==> src/rtl/nmcu_host_bridge.sv <==
// Host-side bridge in front of the nmcu chiplet: issue FIFO, in-flight tracking, response FIFO
// and a flush/drain sequence. Define NMCU_BRIDGE_PERF_EN to build the saturating perf counters.

package instr_pkg;
  typedef struct packed {
    logic [7:0]  opcode;
    logic [23:0] operand;
  } instruction_t;

  typedef struct packed {
    logic [7:0]  status;
    logic [23:0] data;
  } nmcu_cpu_resp_t;
endpackage

module nmcu_host_bridge
  import instr_pkg::*;
#(
  parameter int unsigned INSTR_DEPTH     = 4,
  parameter int unsigned RESP_DEPTH      = 4,
  parameter int unsigned MAX_OUTSTANDING = 4,
  parameter int unsigned CNT_WIDTH       = 32
) (
  input  logic                                       clk,
  input  logic                                       rst_n,
  input  logic                                       host_instr_valid_i,
  input  logic [$bits(instr_pkg::instruction_t)-1:0] host_instr_i,
  output logic                                       host_instr_ready_o,
  output logic                                       nmcu_instr_valid_o,
  output logic [$bits(instr_pkg::instruction_t)-1:0] nmcu_instr_o,
  input  logic                                       nmcu_instr_ready_i,
  input  logic                                       nmcu_resp_valid_i,
  input  logic [$bits(instr_pkg::nmcu_cpu_resp_t)-1:0] nmcu_resp_i,
  output logic                                       nmcu_resp_ready_o,
  output logic                                       host_resp_valid_o,
  output logic [$bits(instr_pkg::nmcu_cpu_resp_t)-1:0] host_resp_o,
  input  logic                                       host_resp_ready_i,
  input  logic                                       flush_i,
  output logic                                       flush_done_o,
  output logic [$clog2(MAX_OUTSTANDING+1)-1:0]       outstanding_o,
  output logic                                       resp_err_o,
  input  logic                                       clear_err_i,
  output logic [CNT_WIDTH-1:0]                       perf_issued_o,
  output logic [CNT_WIDTH-1:0]                       perf_retired_o,
  output logic [CNT_WIDTH-1:0]                       perf_stall_o
);

  localparam int unsigned IW  = $bits(instruction_t);
  localparam int unsigned RW  = $bits(nmcu_cpu_resp_t);
  localparam int unsigned IAW = $clog2(INSTR_DEPTH);
  localparam int unsigned RAW = $clog2(RESP_DEPTH);
  localparam int unsigned OW  = $clog2(MAX_OUTSTANDING + 1);

  typedef enum logic [1:0] {StRun, StFlushDrain, StFlushDone} state_e;

  state_e         state_q;
  logic           flush_done_q;
  logic           resp_err_q;
  logic [OW-1:0]  outstanding_q, outstanding_d;

  logic           run;
  logic           flush_accept;
  logic           issue_hs;
  logic           retire_hs;
  logic [31:0]    resp_fill;

  // Issue FIFO
  logic [IW-1:0]  iq_mem [INSTR_DEPTH];
  logic [IAW:0]   iq_wptr_q, iq_rptr_q;
  logic           iq_empty, iq_full, iq_push;

  // Response FIFO
  logic [RW-1:0]  rq_mem [RESP_DEPTH];
  logic [RAW:0]   rq_wptr_q, rq_rptr_q;
  logic [RAW:0]   rq_count;
  logic           rq_empty, rq_full, rq_pop;

  assign run          = (state_q == StRun);
  assign flush_accept = run && flush_i;

  assign iq_empty = (iq_wptr_q == iq_rptr_q);
  assign iq_full  = (iq_wptr_q[IAW] != iq_rptr_q[IAW]) &&
                    (iq_wptr_q[IAW-1:0] == iq_rptr_q[IAW-1:0]);
  assign rq_empty = (rq_wptr_q == rq_rptr_q);
  assign rq_full  = (rq_wptr_q[RAW] != rq_rptr_q[RAW]) &&
                    (rq_wptr_q[RAW-1:0] == rq_rptr_q[RAW-1:0]);
  assign rq_count = rq_wptr_q - rq_rptr_q;

  assign host_instr_ready_o = !iq_full && run;
  assign iq_push            = host_instr_valid_i && host_instr_ready_o;

  // Reserve a response slot for every in-flight instruction before issuing another.
  assign resp_fill          = 32'(outstanding_q) + 32'(rq_count);
  assign nmcu_instr_valid_o = !iq_empty && run && (32'(outstanding_q) < MAX_OUTSTANDING) &&
                              (resp_fill < RESP_DEPTH);
  assign nmcu_instr_o       = iq_mem[iq_rptr_q[IAW-1:0]];
  assign issue_hs           = nmcu_instr_valid_o && nmcu_instr_ready_i;

  assign nmcu_resp_ready_o  = !rq_full;
  assign retire_hs          = nmcu_resp_valid_i && nmcu_resp_ready_o;
  assign host_resp_valid_o  = !rq_empty;
  assign host_resp_o        = rq_mem[rq_rptr_q[RAW-1:0]];
  assign rq_pop             = host_resp_valid_o && host_resp_ready_i;

  assign outstanding_o = outstanding_q;
  assign flush_done_o  = flush_done_q;
  assign resp_err_o    = resp_err_q;

  always_ff @(posedge clk or negedge rst_n) begin
    if (!rst_n) begin
      iq_wptr_q <= '0;
      iq_rptr_q <= '0;
    end else if (flush_accept) begin
      // Unissued entries are dropped as the bridge leaves RUN.
      iq_wptr_q <= '0;
      iq_rptr_q <= '0;
    end else begin
      if (iq_push)  iq_wptr_q <= iq_wptr_q + 1'b1;
      if (issue_hs) iq_rptr_q <= iq_rptr_q + 1'b1;
    end
  end

  always_ff @(posedge clk) begin
    if (iq_push) iq_mem[iq_wptr_q[IAW-1:0]] <= host_instr_i;
  end

  always_ff @(posedge clk or negedge rst_n) begin
    if (!rst_n) begin
      rq_wptr_q <= '0;
      rq_rptr_q <= '0;
    end else begin
      if (retire_hs) rq_wptr_q <= rq_wptr_q + 1'b1;
      if (rq_pop)    rq_rptr_q <= rq_rptr_q + 1'b1;
    end
  end

  always_ff @(posedge clk) begin
    if (retire_hs) rq_mem[rq_wptr_q[RAW-1:0]] <= nmcu_resp_i;
  end

  // A response with nothing in flight is buffered but never decrements below zero.
  always_comb begin
    outstanding_d = outstanding_q;
    if (issue_hs) outstanding_d = outstanding_d + OW'(1);
    if (retire_hs && (outstanding_q != '0)) outstanding_d = outstanding_d - OW'(1);
  end

  always_ff @(posedge clk or negedge rst_n) begin
    if (!rst_n) begin
      outstanding_q <= '0;
      resp_err_q    <= 1'b0;
    end else begin
      outstanding_q <= outstanding_d;
      if (retire_hs && (outstanding_q == '0)) resp_err_q <= 1'b1;
      else if (clear_err_i)                   resp_err_q <= 1'b0;
    end
  end

  always_ff @(posedge clk or negedge rst_n) begin
    if (!rst_n) begin
      state_q      <= StRun;
      flush_done_q <= 1'b0;
    end else begin
      flush_done_q <= 1'b0;
      unique case (state_q)
        StRun: begin
          if (flush_i) state_q <= StFlushDrain;
        end
        StFlushDrain: begin
          if (outstanding_q == '0) begin
            state_q      <= StFlushDone;
            flush_done_q <= 1'b1;
          end
        end
        StFlushDone: state_q <= StRun;
        default:     state_q <= StRun;
      endcase
    end
  end

`ifdef NMCU_BRIDGE_PERF_EN
  logic [CNT_WIDTH-1:0] perf_issued_q, perf_retired_q, perf_stall_q;
  logic                 stall;

  assign stall = !iq_empty && run && !issue_hs;

  always_ff @(posedge clk or negedge rst_n) begin
    if (!rst_n) begin
      perf_issued_q  <= '0;
      perf_retired_q <= '0;
      perf_stall_q   <= '0;
    end else begin
      if (issue_hs && (perf_issued_q != '1))   perf_issued_q  <= perf_issued_q + 1'b1;
      if (retire_hs && (perf_retired_q != '1)) perf_retired_q <= perf_retired_q + 1'b1;
      if (stall && (perf_stall_q != '1))       perf_stall_q   <= perf_stall_q + 1'b1;
    end
  end

  assign perf_issued_o  = perf_issued_q;
  assign perf_retired_o = perf_retired_q;
  assign perf_stall_o   = perf_stall_q;
`else
  assign perf_issued_o  = '0;
  assign perf_retired_o = '0;
  assign perf_stall_o   = '0;
`endif

endmodule

==> config.mk <==
export PLATFORM = sky130hd
export DESIGN_NAME = nmcu_host_bridge
export DESIGN_NICKNAME = d
export VERILOG_FILES = /design/src/rtl/nmcu_host_bridge.sv
export SDC_FILE = /design/constraint.sdc
export NUM_CORES = 1
export LEC_CHECK = 0
export BUFFER_PORTS_ARGS = -buffer_cell sky130_fd_sc_hd__buf_4
export CAP_MARGIN = 40
export CORE_MARGIN = 10
export CORE_UTILIZATION = 59
export DETAILED_ROUTE_END_ITERATION = 7
export GPL_TIMING_DRIVEN = 0
export PLACE_DENSITY = 0.82
export SETUP_SLACK_MARGIN = 0.15
export SYNTH_ARGS = -nofsm -noshare
export SYNTH_HDL_FRONTEND = slang
export SYNTH_SLANG_ARGS = --single-unit
==> constraint.sdc <==
create_clock -name clk -period 7.2 [get_ports clk]
set_input_delay 0.36 -clock clk [delete_from_list [all_inputs] [get_ports clk]]
set_output_delay 0.36 -clock clk [all_outputs]
set_load 0.05 [all_outputs]
==> results_dict.tcl <==
set metrics [dict create \
    syn_area_per_cell_um2 20.1 \
    skew_ns 0.00836 \
    antenna_found_initial 1 \
    cp-end-kind "output port" \
    p_per_area_nw_per_um2 421 \
    ys_top_cells_by_count "edfxtp_1 (256), buf_4 (97), mux4_2 (64), dfrtp_1 (19), ha_1 (17)" \
    multi_input_area_um2 2670 \
    ant_nets 0 \
    postCtsSetupBuffers 0 \
    ys_ff_latch 275 \
    path_clk_slew_ns 0.06 \
    power_frac_comb_pct 41.9 \
    grt.overflow.total 0 \
    grt_max_degree 33 \
    nFillCells 1111 \
    finalWeightedCongestion 0.740 \
    synthFlopType "edfxtp_1" \
    hpwl_um 16600 \
    core_area_um2 18800 \
    min_period_ns 4.10 \
    synth.most_common_cell "edfxtp_1" \
    max_slew_margin_pct 39.9 \
    wl_per_cell_um 21.9 \
    finalHoldViolCount 0 \
    place_ws_ns 3.44 \
    hold_path_class "input pin to flop" \
    worstSkewPairLatency_ns 0.52 \
    timing.rr.start "rq_rptr_q[1]" \
    dieHeight_um 158 \
    synth_edf_count 256 \
    switching_share_pct 38.5 \
    reg2regPathDepth 12 \
    cts.sinks 275 \
    syn-cell-area_um2 11300 \
    p_clk_share_pct 21.9 \
    fmax_mhz 244 \
    cts_max_level 1 \
    internal_power_mw 3.63 \
    netlist_instances 561 \
    async_flop_share_pct 6.91 \
    cp-endpoint "nmcu_instr_valid_o" \
    die_x_um 158 \
    cts_tree "done" \
    p_leak_nw 5.36 \
    p_seq_share_pct 36.1 \
    cts_max_path_buffers 3 \
    p_sw_mw 2.27 \
    drv_cap 0 \
    drtIter0Drc 356 \
    final_nets 928 \
    r2r_slack_ns 3.44 \
    synth.largest_area_cell "edfxtp_1" \
    clockRootBuffer "clkbuf_16" \
    tightestPinTransition_ns 0.902 \
    ir_worst_vdd_v 0.000315 \
    critPathLaunchType "flop" \
    grt_pass1_vias 6196 \
    synth_area_leaders "edfxtp_1 (68%), mux4_2 (13%), buf_4 (6.4%)" \
    wirelength_um 24000 \
    setup_tns_ns 0 \
    syn2layout_area_growth_pct 24.1 \
    min_period_over_period_pct 57.0 \
    vias_per_cell 5.19 \
    synthDistinctLibCells 48 \
    port-buffer-count 144 \
    crit_type "flop to output port" \
    num_rows 50 \
    numCtsBuffers 27 \
    setup_ws_ns 3.10 \
    outcome "finished clean" \
    grt_pass1_wl_um 35800 \
    ff_latch_area_um2 8160 \
    crit_start "rq_rptr_q[1]" \
    hp-start "host_instr_i[26]" \
    rsz0062_at_grt "no" \
    yosys_warnings 0 \
    reg2reg_to "outstanding_o[1]" \
    arrival_ns 3.74 \
    grt_usage_pct 18.8 \
    critPathRequiredTime_ns 6.84 \
    synth_top_area_share_pct 68.0 \
    dieArea_um2 25100 \
    cp_max_fo 10 \
    slew_viol_final 0 \
    drt_pass1_iterations 4 \
    drc 0 \
    setup_violations 0 \
    ioPinCount 241 \
    initial_core_util_pct 60.2 \
    drive_gt1_share_pct 43.5 \
    fin_util_pct 74.7 \
    seq_area_frac_synth_pct 72.2 \
    vias 5675 \
]
power by group through the flow:
stage / registers, mW / logic (mW) / clock network, mW
2_1_floorplan: 2.17 / 1.76 / 0
3_3_place_gp: 2.15 / 2.39 / 0
3_5_place_dp: 2.16 / 2.48 / 0
4_1_cts: 2.13 / 2.50 / 1.32
5_1_grt: 2.15 / 2.61 / 1.39
6_report: 2.13 / 2.47 / 1.29
worst max-delay path, cell delays in order, from the launching register on:
cell      delay (ns)
dfrtp_1         0.35
clkbuf_1        0.33
buf_1           0.54
inv_1           0.19
fa_1            0.45
xnor2_1         0.15
ha_1            0.32
nor4_4          0.27
and3_2          0.28
and2_1          0.14
buf_4           0.20
flip-flops by register name (all words and copies together) (netlist names):
name	cells
resp_err_o	1
iq_mem	128
flush_done_o	1
iq_wptr_q	3
rq_wptr_q	3
state_q	2
iq_rptr_q	3
rq_rptr_q	3
rq_mem	128
outstanding_o	3
how the worst min path moves through the flow:
stage	to	cells after the start
finish	iq_mem[3][26]	1
global route	rq_mem[3][0]	1
CTS	rq_mem[3][19]	1
detailed placement	resp_err_o	1
global placement	resp_err_o	1
floorplan	flush_done_o	0
layout make-up:
type | instances | area share (%)
Buffer | 113 | 5.68
Multi-Input combinational cell | 256 | 19.0
Antenna cell | 1 | 0.0178
Sequential cell | 275 | 58.2
Tap cell | 234 | 2.09
Timing Repair Buffer | 153 | 8.80
Inverter | 12 | 0.321
Clock buffer | 41 | 5.34
Clock inverter | 9 | 0.509
metrics by stage:
| stage | std cells | power, mW | hold WS [ns] | cell area, um2 |
|---|---|---|---|---|
| floorplan | 656 | 3.93 | 0.0644 | 11700 |
| global placement | 1034 | 4.54 | 0.254 | 13000 |
| detailed placement | 1042 | 4.65 | 0.255 | 13200 |
| CTS | 1093 | 5.96 | 0.0219 | 14000 |
| global route | 1093 | 6.16 | 0.0223 | 14000 |
| finish | 1094 | 5.90 | 0.0364 | 14000 |
layout by cell type (no fill, tap or decap), types with 3 or more instances in the layout:
master     netlist  layout
buf_4           97     241
nand2_1          5       5
buf_1            3       3
buf_12           0       6
a31oi_1          3       3
edfxtp_1       256     256
inv_1           12      12
dfrtp_1         19      19
mux4_2          64      64
nor2_1           4       4
o21ai_0          3       3
buf_2            7       7
and2_1          10       3
and2_2           0       7
conb_1           1      96
nand3_1          5       5
a21oi_1          3       3
xnor2_1         10      10
clkbuf_1         6      18
ha_1            17      17
xor2_2           3       3
clkinv_1         0       4
clkbuf_16        0      27
what timing repair did:
| item | CTS | global route |
|---|---|---|
| hold endpoints to repair | 19 | 0 |
| gates resized for setup | 0 | 0 |
| setup endpoints to repair | 0 | 0 |
| hold buffers | 1 | 0 |
metal layers:
metal	up-vias	global-route usage [%]	share of wire, %
met3	28	7.07	12
li1	2576	-	-
met1	2834	22.2	36
met5	-	0	0
met2	237	32.2	51
met4	0	3.93	1.3
kinds of logic after synthesis:
group | after synthesis | synth area share, %
XOR/XNOR | 16 | 1.56
buffers and inverters | 125 | 7.45
AO/OA/AOI/OAI | 23 | 1.63
flip-flops | 275 | 72.2
multiplexers | 66 | 12.9
adder cells (fa/ha/maj) | 18 | 2.06
AND/OR/NAND/NOR | 37 | 2.07
other | 1 | 0.0332
Power figures use the tool's default switching activity.
